[config.mk]
export PLATFORM = sky130hd
export DESIGN_NAME = keypad_entry_controller
export DESIGN_NICKNAME = d
export VERILOG_FILES = /design/src/rtl/keypad_pkg.sv /design/src/rtl/keypad_entry_controller_display_mux.sv /design/src/rtl/keypad_entry_controller.sv
export SDC_FILE = /design/constraint.sdc
export NUM_CORES = 1
export LEC_CHECK = 0
export ABC_AREA = 1
export BUFFER_PORTS_ARGS = -buffer_cell sky130_fd_sc_hd__buf_4
export CAP_MARGIN = 5
export CORE_MARGIN = 1.5
export CORE_UTILIZATION = 45
export CTS_CLUSTER_DIAMETER = 60
export CTS_CLUSTER_SIZE = 24
export DETAILED_ROUTE_END_ITERATION = 10
export PLACE_DENSITY_LB_ADDON = 0.3
export SLEW_MARGIN = 20
export SYNTH_ARGS = -nofsm -noshare
export SYNTH_HDL_FRONTEND = slang
export SYNTH_SLANG_ARGS = --single-unit
[constraint.sdc]
create_clock -name clock_new -period 2.05 [get_ports clock_new]
set_input_delay 0.1025 -clock clock_new [delete_from_list [all_inputs] [get_ports clock_new]]
set_output_delay 0.1025 -clock clock_new [all_outputs]
set_load 0.01 [all_outputs]
[src/rtl/keypad_pkg.sv]
// Shared definitions for the keypad entry controller: FSM encoding, default key codes
// and small display helpers.
package keypad_pkg;

  typedef enum logic [1:0] {
    IDLE       = 2'd0,
    DEBOUNCE_S = 2'd1,
    ACCEPT     = 2'd2,
    RELEASE    = 2'd3
  } state_t;

  localparam logic [3:0] CLEAR_CODE_DEFAULT = 4'hE;
  localparam logic [3:0] ENTER_CODE_DEFAULT = 4'hF;
  localparam int         DIGITS             = 4;
  localparam logic [3:0] AN_RESET           = 4'b1110;

  function automatic logic [3:0] nibble_at(input logic [15:0] value, input logic [1:0] index);
    logic [3:0] nib;
    case (index)
      2'd0:    nib = value[3:0];
      2'd1:    nib = value[7:4];
      2'd2:    nib = value[11:8];
      2'd3:    nib = value[15:12];
      default: nib = 4'h0;
    endcase
    return nib;
  endfunction

  function automatic logic [3:0] anode_for(input logic [1:0] index);
    logic [3:0] an;
    case (index)
      2'd0:    an = 4'b1110;
      2'd1:    an = 4'b1101;
      2'd2:    an = 4'b1011;
      2'd3:    an = 4'b0111;
      default: an = 4'b1110;
    endcase
    return an;
  endfunction

  // A digit is a leading zero when it and every higher digit are zero; digit 0 always shows.
  function automatic logic leading_zero(input logic [15:0] value, input logic [1:0] index);
    logic lz;
    case (index)
      2'd0:    lz = 1'b0;
      2'd1:    lz = (value[15:4] == 12'h000);
      2'd2:    lz = (value[15:8] == 8'h00);
      2'd3:    lz = (value[15:12] == 4'h0);
      default: lz = 1'b0;
    endcase
    return lz;
  endfunction

endpackage

[src/rtl/keypad_entry_controller_display_mux.sv]
// Four-digit display multiplexer: refresh timer, digit index and registered AN/digit_code.
// Optional KEYPAD_LEADING_ZERO_BLANK_EN adds the registered blank output.
module display_mux
  import keypad_pkg::*;
#(
  parameter int REFRESH_DIV = 8
) (
  input  logic        clock_new,
  input  logic        reset,
  input  logic [15:0] buffer,
  output logic [3:0]  digit_code,
  output logic [3:0]  AN
`ifdef KEYPAD_LEADING_ZERO_BLANK_EN
  ,
  output logic        blank
`endif
);

  localparam int            RW           = (REFRESH_DIV > 1) ? $clog2(REFRESH_DIV) : 1;
  localparam logic [RW-1:0] REFRESH_LAST = RW'(REFRESH_DIV - 1);

  logic [RW-1:0] refresh_r;
  logic [1:0]    index_r;
  logic [3:0]    an_r;
  logic [3:0]    code_r;
  logic          wrap_s;

  assign wrap_s = (refresh_r == REFRESH_LAST);

  // Refresh timer; the digit index steps on every wrap
  always_ff @(posedge clock_new or posedge reset) begin
    if (reset) begin
      refresh_r <= '0;
      index_r   <= 2'd0;
    end else if (wrap_s) begin
      refresh_r <= '0;
      index_r   <= index_r + 2'd1;
    end else begin
      refresh_r <= refresh_r + RW'(1);
      index_r   <= index_r;
    end
  end

  // Anode and code registered from the same index so they always switch together
  always_ff @(posedge clock_new or posedge reset) begin
    if (reset) begin
      an_r   <= AN_RESET;
      code_r <= 4'h0;
    end else begin
      an_r   <= anode_for(index_r);
      code_r <= nibble_at(buffer, index_r);
    end
  end

  assign AN         = an_r;
  assign digit_code = code_r;

`ifdef KEYPAD_LEADING_ZERO_BLANK_EN
  logic blank_r;

  // Blank flag tracks the lit digit with the same one-cycle lag as AN
  always_ff @(posedge clock_new or posedge reset) begin
    if (reset) begin
      blank_r <= 1'b0;
    end else begin
      blank_r <= leading_zero(buffer, index_r);
    end
  end

  assign blank = blank_r;
`endif

endmodule

[src/rtl/keypad_entry_controller.sv]
// Keypad entry controller: debounced key sequencing into a 4-digit hex buffer, CLEAR/ENTER
// handling, valid/ready entry output and display multiplexing. Option: KEYPAD_LEADING_ZERO_BLANK_EN.
module keypad_entry_controller
  import keypad_pkg::*;
#(
  parameter int         DEBOUNCE    = 4,
  parameter int         REFRESH_DIV = 8,
  parameter logic [3:0] CLEAR_CODE  = CLEAR_CODE_DEFAULT,
  parameter logic [3:0] ENTER_CODE  = ENTER_CODE_DEFAULT
) (
  input  logic        clock_new,
  input  logic        reset,
  input  logic        key_valid,
  input  logic [3:0]  key_code,
  input  logic        entry_ready,
  output logic        entry_valid,
  output logic [15:0] entry_value,
  output logic [3:0]  digit_code,
  output logic [3:0]  AN
`ifdef KEYPAD_LEADING_ZERO_BLANK_EN
  ,
  output logic        blank
`endif
);

  localparam int            CW       = $clog2(DEBOUNCE + 1);
  localparam logic [CW-1:0] DEB_LAST = CW'(DEBOUNCE - 1);

  state_t        state_r, state_next_s;
  logic [CW-1:0] count_r, count_next_s;
  logic [3:0]    latch_r, latch_next_s;
  logic [15:0]   buffer_r;
  logic          entry_valid_r;
  logic [15:0]   entry_value_r;
  logic          do_clear_s, do_enter_s, do_shift_s;

  // FSM state, stability counter and latched key
  always_ff @(posedge clock_new or posedge reset) begin
    if (reset) begin
      state_r <= IDLE;
      count_r <= '0;
      latch_r <= 4'h0;
    end else begin
      state_r <= state_next_s;
      count_r <= count_next_s;
      latch_r <= latch_next_s;
    end
  end

  // Next-state logic; a press fires once, then waits for release (no auto-repeat)
  always_comb begin
    state_next_s = state_r;
    count_next_s = count_r;
    latch_next_s = latch_r;
    case (state_r)
      IDLE: begin
        if (key_valid) begin
          latch_next_s = key_code;
          count_next_s = CW'(1);
          state_next_s = (DEBOUNCE <= 1) ? ACCEPT : DEBOUNCE_S;
        end else begin
          state_next_s = IDLE;
        end
      end
      DEBOUNCE_S: begin
        if (!key_valid || (key_code != latch_r)) begin
          count_next_s = '0;
          state_next_s = IDLE;
        end else if (count_r == DEB_LAST) begin
          count_next_s = count_r + CW'(1);
          state_next_s = ACCEPT;
        end else begin
          count_next_s = count_r + CW'(1);
          state_next_s = DEBOUNCE_S;
        end
      end
      ACCEPT: begin
        count_next_s = '0;
        state_next_s = RELEASE;
      end
      RELEASE: begin
        if (!key_valid) begin
          state_next_s = IDLE;
        end else begin
          state_next_s = RELEASE;
        end
      end
      default: begin
        count_next_s = '0;
        state_next_s = IDLE;
      end
    endcase
  end

  // Key action decode; ENTER is dropped whenever an entry is still pending (incl. same-cycle transfer)
  always_comb begin
    do_clear_s = 1'b0;
    do_enter_s = 1'b0;
    do_shift_s = 1'b0;
    if (state_r == ACCEPT) begin
      if (latch_r == CLEAR_CODE) begin
        do_clear_s = 1'b1;
      end else if (latch_r == ENTER_CODE) begin
        do_enter_s = !entry_valid_r;
      end else begin
        do_shift_s = 1'b1;
      end
    end else begin
      do_clear_s = 1'b0;
      do_enter_s = 1'b0;
      do_shift_s = 1'b0;
    end
  end

  // Entry buffer and the valid/ready output holding register
  always_ff @(posedge clock_new or posedge reset) begin
    if (reset) begin
      buffer_r      <= 16'h0000;
      entry_valid_r <= 1'b0;
      entry_value_r <= 16'h0000;
    end else begin
      if (do_enter_s) begin
        entry_value_r <= buffer_r;
        entry_valid_r <= 1'b1;
      end else if (entry_valid_r && entry_ready) begin
        entry_valid_r <= 1'b0;
      end else begin
        entry_valid_r <= entry_valid_r;
      end

      if (do_clear_s || do_enter_s) begin
        buffer_r <= 16'h0000;
      end else if (do_shift_s) begin
        buffer_r <= {buffer_r[11:0], latch_r};
      end else begin
        buffer_r <= buffer_r;
      end
    end
  end

  assign entry_valid = entry_valid_r;
  assign entry_value = entry_value_r;

  display_mux #(
    .REFRESH_DIV (REFRESH_DIV)
  ) u_display_mux (
    .clock_new  (clock_new),
    .reset      (reset),
    .buffer     (buffer_r),
    .digit_code (digit_code),
    .AN         (AN)
`ifdef KEYPAD_LEADING_ZERO_BLANK_EN
    ,
    .blank      (blank)
`endif
  );

endmodule

==> results of run 1 <==
cell usage in the layout, fill, tap and decap left out, drive strengths merged, types with 3 or more instances in the layout:
cell and count:
o22ai 4, o21ai 42, nand2 62, clkbuf 5, nor2 10, nand3 4
buf 34, dfrtp 52, ha 12, dfstp 3, a21oi 7, nand4 4
inv 42
worst max path at each step:
stage	slack (ns)	cells past startpoint	to
floorplan	0.61	1	buffer_r[0]
global placement	0.54	7	count_r[0]
detailed placement	0.49	7	count_r[0]
CTS	0.47	4	buffer_r[14]
global route	0.35	7	count_r[0]
finish	0.50	7	count_r[0]
sequential cells by signal, indices dropped and copies added, names as in the netlist:
register / flops
u_display_mux.AN: 4
entry_valid: 1
state_r: 2
u_display_mux.refresh_r: 3
u_display_mux.digit_code: 4
buffer_r: 16
u_display_mux.index_r: 2
count_r: 3
entry_value: 16
latch_r: 4
area by class of cell:
| cell class | count | area (um^2) |
|---|---|---|
| multi-input cells | 149 | 792 |
| well taps | 70 | 87.6 |
| clock buffers | 5 | 68.8 |
| inverters | 42 | 158 |
| clock inverters | 3 | 43.8 |
| fillers | 487 | 2260 |
| repair buffers | 36 | 288 |
| flip-flops and latches | 55 | 1380 |
where the power goes:
| group | leakage [nW] | switching [mW] | internal [mW] |
|---|---|---|---|
| Clock | 0.0581 | 0.337 | 0.364 |
| Sequential | 0.732 | 0.0199 | 1.10 |
| Combinational | 0.590 | 0.0754 | 0.0397 |
| Total | 1.38 | 0.432 | 1.50 |
cells by family (layout without fill, tap and decap cells):
logic type,count (synthesis),in the layout,synth area share
flip-flops,55,55,0.584
AO/OA/AOI/OAI,56,56,0.130
AND/OR/NAND/NOR,80,80,0.138
adder cells (fa/ha/maj),12,12,0.0636
buffers and inverters,48,86,0.0805
XOR/XNOR,1,1,0.00371
routing by layer:
layer  vias up  global-route usage  wire length (um)
met3         9              0.0410               142
met2        33               0.273              1960
met5         -                   0                 0
met1       787               0.199              1930
li1        868                   -                 -
met4         0              0.0516                65
stage by stage:
step,cells,area (um^2),util,hold slack (ns),setup slack [ns]
6_report,360,2820,0.555,0.0735,0.496
5_1_grt,360,2820,0.555,0.0768,0.352
4_1_cts,359,2810,0.553,0.00220,0.470
3_5_place_dp,350,2690,0.529,0.183,0.488
3_3_place_gp,350,2690,0.529,0.179,0.540
2_1_floorplan,252,2360,-,0.199,0.610
repair_timing:
action / CTS / global route
hold buffers: 1 / 1
hold endpoints to repair: 52 / 1
setup buffers: 0 / 0
worst max-delay path, cell delays in order (launching register included):
cell,delay (ns)
sky130_fd_sc_hd__dfrtp_1,0.38
sky130_fd_sc_hd__inv_1,0.07
sky130_fd_sc_hd__ha_1,0.24
sky130_fd_sc_hd__nand2_1,0.24
sky130_fd_sc_hd__o21a_1,0.24
sky130_fd_sc_hd__inv_1,0.07
sky130_fd_sc_hd__o21a_1,0.10
sky130_fd_sc_hd__a21oi_1,0.14
==> results.txt, run 1 <==
- Die Y-Extent: 75.5 um
- STA puts the critical path data arrival time at 1.79 ns.
- Hold Startpoint: key_code[2]
- In this run the static leakage power is 1.38 nW.
* Post-CTS clock slew at the launch and capture registers of the worst setup and hold paths: 0.09 ns
- After detailed routing, the total wire length is 4.09 mm.
* P&R area growth vs syn: 19.3%
- The worst pin sits at a relative slew slack of 0.573.
- STA puts the critical path data required time at 2.29 ns.
* Outcome: finished clean
* Number of enable flip-flop cells after synthesis: 0
- Count of instances resized after the clock tree is built: 0
- Count of inserted antenna diode cells: 0
* Post-layout total power: 1.94 mW
- Setup repair after global routing left no endpoint under its margin.
- In this run the worst setup path begins at state_r[0].
- Number of instances in the synthesized netlist: 252
- Shortest period the worst path allows: 1.55 ns
- Area of the core: 0.00507 mm^2
* Share of post-route cells with drive strength above 1: 0.176
- DIE AREA: 0.00569 mm^2
- Flop-to-flop setup slack: 0.50 ns
- Post-synthesis cell area: 0.00236 mm^2
- Largest net degree at the start of global routing: 56
- Cell depth of the worst min-delay path: 3
- Most common cell in the netlist: sky130_fd_sc_hd__nand2_1
- For hold timing, the worst endpoint is latch_r[2].
* Final sum of negative setup slack: 0 ns
- Mean cell area of the mapped netlist: 9.37 um^2
* Estimated wirelength of the detail-placed design: 2.94 mm
- The setup path with the least slack is of type reg -> reg.
- TritonCTS built the clock tree.
- Initial antenna violation count: 0
- # IOs: 33
- Fin. Hold Viols: 0
- The count of buffers added on input and output ports is 32.
- CTS built an H-tree with a depth of 2.
- Number of pins with negative max-slew slack in the final report: 0
* Longest Clk Path Bufs: 2
* Via density per instance: 4.71
* Fmax: 644 MHz
- The path class of the tightest hold or removal check is in -> reg.
- Effective utilization at floorplan: 0.465
* Die X-Extent: 75.5 um
- Peak ir drop on the vdd network: 284 uV
- After synthesis, the netlist uses 22 different library cells.
* Nature of the critical path endpoint: flip-flop
- CTS sink cnt: 55
- FP Rows: 26
- Slew at the pin closest to its max-slew limit: 0.640 ns
* Startpoint of the worst register-to-register path: state_r[0]
- For this run, the detailed router's first-pass iteration total came to 4.
- At the end of routability-driven placement, the weighted congestion stood at 0.778.
- Dividing total power by cell area gives a power density of 687 mW/mm^2.
- Counting flops with an async set or reset pin after synthesis yields a share of 1.00.
* Worst Reg2Reg Path Length in Cells: 7
* Overall routing resource usage: 0.160
* CTS Buf Count: 5
* GRT Residual Overflow: 0
- Via count of the first global-routing pass: 1562
* Post-synthesis register bit count: 55
* Library cell used as clock root buffer: sky130_fd_sc_hd__clkbuf_8
* Setup clock skew after layout: 0.00928 ns
- In this run, the number of DRC markers left after iteration 0 of detailed routing was 80.
* Syn nets: 272
- Share of the yosys chip area belonging to registers: 0.584
* Remaining number of nets flagged by the antenna check after routing: 0
* Type of origin of the critical path: flip-flop
- Setup violations remaining at the end of the flow were counted as 0.
- For this run, design rule violations remaining after detail routing come to 0.
* Area share of the largest cell type after synthesis: 0.551
- The biggest area contributor in the post-synthesis netlist is sky130_fd_sc_hd__dfrtp_1.
* Maximum capacitance violations: 0
* Biggest fanout along the worst timing path: 10
- End of the worst register-to-register path: count_r[0]
- The routed layout has 1697 vias.
- Wire length of the first global-routing pass: 6.88 mm
* Synth Warn #: 0
* Commonest cells in the netlist: 62 x sky130_fd_sc_hd__nand2_1, 52 x sky130_fd_sc_hd__dfrtp_1, 40 x sky130_fd_sc_hd__inv_1, 26 x sky130_fd_sc_hd__o21ai_1, 16 x sky130_fd_sc_hd__o21ai_0
- Routed length per placed instance: 11.4 um
- After synthesis, the cell types taking the most area are sky130_fd_sc_hd__dfrtp_1 55%, sky130_fd_sc_hd__nand2_1 9.9%, sky130_fd_sc_hd__ha_1 6.4%, sky130_fd_sc_hd__inv_1 6.4%, sky130_fd_sc_hd__o21ai_1 5.5%.
- Final period util: 0.758
- For the worst-skew pair, the clock arrives at the later sink with an insertion delay of 0.31 ns.
- In the synthesized netlist the dominant register cell turns out to be sky130_fd_sc_hd__dfrtp_1.
- For this run, the post-layout net count is 309.
Note: power is estimated with default switching activity, not from simulation.
==> run 2: changes to the inputs <==
ABC_AREA = 0   (was 1)
clock period = 1.35 ns   (was 2.05 ns; I/O delays follow)
==> run 2 against run 1 <==
The flow now finishes with violations (negative setup slack). Critical path depth decreased by 1. Clock skew grew 0.0050 ns. Critical path type unchanged. Fmax shrank 5.2%. Design area grew 14%. Sequential share of layout area shrank 5.9 points. Global-route usage increased by 2.3 points. Register-to-register slack lost 0.79 ns. Largest power group unchanged. Final cell count shrank 8.1%.
==> results.txt, run 2 <==
- Port Buffers: 32 (unchanged)
* Final sum of negative setup slack: -7.36 ns (was 0 ns)
- Number of enable flip-flop cells after synthesis: 0 (unchanged)
- Critical Path Slowest Stage Cell: sky130_fd_sc_hd__dfrtp_1 (unchanged)
- Commonest cells after routing, fill and taps aside: 56 x sky130_fd_sc_hd__buf_4, 52 x sky130_fd_sc_hd__dfrtp_1, 16 x sky130_fd_sc_hd__a21oi_1 (was 62 x sky130_fd_sc_hd__nand2_1, 52 x sky130_fd_sc_hd__dfrtp_1, 39 x sky130_fd_sc_hd__inv_1)
- The post-synth net total is 216 (was 272).
- Cell type with the largest total area after synthesis: sky130_fd_sc_hd__dfrtp_1 (unchanged)
- The share of Yosys cell area claimed by the top area cell type is 0.534 (was 0.551).
* Final std cell area, no fill: 0.00321 mm^2 (was 0.00282 mm^2)
* Number of instances in the synthesized netlist: 196 (was 252)
- The HPWL reported at the end of detailed placement is 3.40 mm (was 2.94 mm).
* 1st-pass router iterations: 4 (unchanged)
- GRT Residual Overflow: 0 (unchanged)
* Post-synthesis cell area: 0.00243 mm^2 (was 0.00236 mm^2)
* Setup clock skew after layout: 0.0143 ns (was 0.00928 ns)
- The core outline area came to 0.00517 mm^2 (was 0.00507 mm^2).
- The clock sink count was 55 (unchanged).
- Commonest cells in the netlist: 52 x sky130_fd_sc_hd__dfrtp_1, 16 x sky130_fd_sc_hd__a21oi_1, 15 x sky130_fd_sc_hd__o21ai_0, 13 x sky130_fd_sc_hd__nand3_1, 12 x sky130_fd_sc_hd__ha_1 (was 62 x sky130_fd_sc_hd__nand2_1, 52 x sky130_fd_sc_hd__dfrtp_1, 40 x sky130_fd_sc_hd__inv_1, 26 x sky130_fd_sc_hd__o21ai_1, 16 x sky130_fd_sc_hd__o21ai_0).
- The pin slew with the least headroom to its limit was 0.407 ns (was 0.640 ns).
* Leakage power: 1.54 nW (was 1.38 nW)
* Most common cell in the netlist: sky130_fd_sc_hd__dfrtp_1 (was sky130_fd_sc_hd__nand2_1)
* Post-synthesis register bit count: 55 (unchanged)
- Post-layout total power: 2.98 mW (was 1.94 mW)
* Biggest fanout along the worst timing path: 8 (was 10)
- The final critical delay including setup and external delays is 1.64 ns (was 1.55 ns).
- The data arrival time of the worst path is 1.85 ns (was 1.79 ns).
- The capturing element type of the critical path is a flip-flop (unchanged).
- The area enclosed by the die boundary is 0.00586 mm^2 (was 0.00569 mm^2).
- The clock latency reported for the late side of the worst-skew pair came to 0.32 ns (was 0.31 ns).
- TritonCTS clock tree: yes (unchanged)
- The count of distinct cell types in the synthesized netlist was 36 (was 22).
- Synth area leaders: sky130_fd_sc_hd__dfrtp_1 53%, sky130_fd_sc_hd__ha_1 6.2%, sky130_fd_sc_hd__mux2_4 5.5%, sky130_fd_sc_hd__mux2_2 5.1%, sky130_fd_sc_hd__a21oi_1 3.3% (was sky130_fd_sc_hd__dfrtp_1 55%, sky130_fd_sc_hd__nand2_1 9.9%, sky130_fd_sc_hd__ha_1 6.4%, sky130_fd_sc_hd__inv_1 6.4%, sky130_fd_sc_hd__o21ai_1 5.5%)
- Min-delay worst type: in -> reg (unchanged)
- Final period util: 1.21 (was 0.758)
- Outcome: finished with violations (was finished clean).
- Buf+Inv Stages, Crit Path: 3 (was 2)
- The clock buffer count from CTS was 5 (unchanged).
- The share of layout cells above drive strength 1 came to 0.433 (was 0.176).
- The remaining number of nets flagged by the antenna check after routing came to 0 (unchanged).
* Peak ir drop on the vdd network: 432 uV (was 284 uV)
- Net total in the final layout: 280 (was 309)
- The number of antenna cells inserted is 0 (unchanged).
* P&R area growth vs syn: 31.7% (was 19.3%)
- Via count of the first global-routing pass: 1739 (was 1562)
- The max-slew violation total from the final report came to 0 (unchanged).
- The biggest cell delay along the critical path came to 0.40 ns (was 0.38 ns).
- Effective utilization at floorplan: 0.471 (was 0.465)
- Routed length per placed instance: 14.8 um (was 11.4 um)
* Largest net degree at the start of global routing: 26 (was 56)
* Die X-Extent: 76.6 um (was 75.5 um)
- The sequential element share of the synthesized area came to 0.567 (was 0.584).
- The routed via count divided by cell count is 5.27 (was 4.71).
- The synthesized area per cell was 12.4 um^2 (was 9.37 um^2).
* Wire length of the first global-routing pass: 8.42 mm (was 6.88 mm)
- The number of DRC markers after the initial detailed-route iteration is 110 (was 80).
* # IOs: 33 (unchanged)
- Longest Clk Path Bufs: 2 (unchanged)
- The vertical die dimension was 76.6 um (was 75.5 um).
- The CTS H-tree depth was 2 (unchanged).
* Final setup violation count: 41 (was 0)
- The final routed wirelength across all metal layers was 4.89 mm (was 4.09 mm).
- Worst slew slack as a fraction of its limit: 0.728 (was 0.573)
- The proportion of register bits with asynchronous set or reset after synthesis was 1.00 (unchanged).
- The power density over the cells was 929 mW/mm^2 (was 687 mW/mm^2).
- Setup repair after global routing missed its margin: yes (was no).
* Final RePlAce weighted congestion: 0.766 (was 0.778)
* Fmax: 610 MHz (was 644 MHz)
* Setup slack after layout: -0.290 ns (was 0.496 ns)
- Post-CTS clock slew at the launch and capture registers of the worst setup and hold paths: 0.11 ns (was 0.09 ns)
- The number of vias in the routed layout is 1746 (was 1697).
* Required time at the endpoint of the critical path: 1.56 ns (was 2.29 ns)
* Placed standard-cell area: 0.00290 mm^2 (was 0.00269 mm^2)
- Synth Warn #: 0 (unchanged)
- Failing checks: negative setup slack
- The critical path start-end classification is reg -> reg (unchanged).
- Most frequent standard cell in the layout excluding fill and tap cells: sky130_fd_sc_hd__buf_4 (was sky130_fd_sc_hd__nand2_1)
- Critical path cell sequence: inv_2, ha_4, inv_4, nor4_4, buf_6, mux2_2 (was inv_1, ha_1, nand2_1, o21a_1, inv_1, o21a_1, a21oi_1).
- Initial antenna violation count: 0 (unchanged)
* FP Rows: 26 (unchanged)
* Library cell used as clock root buffer: sky130_fd_sc_hd__clkbuf_8 (unchanged)
* Commonest register cell after synthesis: sky130_fd_sc_hd__dfrtp_1 (unchanged)
- DRC violation count after routing: 0 (unchanged)
* Fin. Hold Viols: 0 (unchanged)
- The all-layer global routing usage came to 0.183 (was 0.160).
- The number of max-cap violations came to 0 (unchanged).
* Top cell family by delay on the critical path: flip-flops (was compound AO/OA/AOI/OAI gates)
* Type of origin of the critical path: flip-flop (unchanged)
[run 2: worst reg2reg max path: cells and delay by family, from the launching register on]
family	cells	cell delay [ns]
flops	1	0.40
mux	1	0.34
buf+inv	3	0.34
simple gates	1	0.33
fa+ha+maj	1	0.15
[run 2: routing by layer]
| metal | track usage | wire length (um) | vias to the layer above |
|---|---|---|---|
| li1 | - | - | 829 |
| met1 | 0.260 | 2290 | 847 |
| met2 | 0.287 | 2260 | 64 |
| met3 | 0.0383 | 285 | 6 |
| met4 | 0.0463 | 59 | 0 |
| met5 | 0 | 0 | - |
[run 2: final timing paths]
kind | start | to | slack (ns) | depth (start not counted)
max | state_r[0] | entry_value[9] | -0.29 | 6
min | key_code[3] | latch_r[3] | 0.01 | 2
max reg2reg | state_r[0] | entry_value[9] | -0.29 | 6
min reg2reg | u_display_mux.refresh_r[0] | u_display_mux.refresh_r[0] | 0.43 | 1
max in group asynchronous | reset | entry_value[8] | 0.54 | 4
min in group asynchronous | reset | u_display_mux.index_r[1] | 0.30 | 3
[run 2: logic make-up after synthesis]
kind of cell,count (synthesis),share of synthesized area
flip-flops,55,0.567
AO/OA/AOI/OAI,47,0.122
AND/OR/NAND/NOR,33,0.0740
multiplexers,23,0.119
buffers and inverters,21,0.0385
adder cells (fa/ha/maj),12,0.0617
XOR/XNOR,5,0.0180
[run 2: final cells by class]
type	count	area, um^2
Multi-Input combinational cell	120	1070
Clock inverter	3	27.5
Inverter	14	58.8
Tap cell	70	87.6
Fill cell	430	1970
Sequential cell	55	1380
Clock buffer	5	68.8
Timing Repair Buffer	64	517
[run 2: what timing repair did]
item,CTS,global route
resized for setup,17,14
buffers inserted,2,6
hold endpoints to repair,15,0
gates cloned,2,0
hold buffers,2,0
pin swaps,0,4
endpoints found under the setup margin,40,46
[run 2: stage by stage]
stage	setup slack, ns	hold slack [ns]	util	instances
after floorplan	-0.489	0.141	-	196
after global placement	-0.258	0.0929	0.561	312
after detailed placement	-0.293	0.0958	0.561	312
after CTS	-0.275	0.00337	0.601	326
after global routing	-0.366	0.0171	0.620	331
final	-0.290	0.0136	0.620	331
[run 2: power breakdown]
group | internal [mW] | leakage, nW | switching [mW] | total [mW]
combinational | 0.166 | 0.761 | 0.175 | 0.342
sequential | 1.67 | 0.730 | 0.0191 | 1.69
clock | 0.382 | 0.0463 | 0.563 | 0.944
total | 2.22 | 1.54 | 0.757 | 2.98
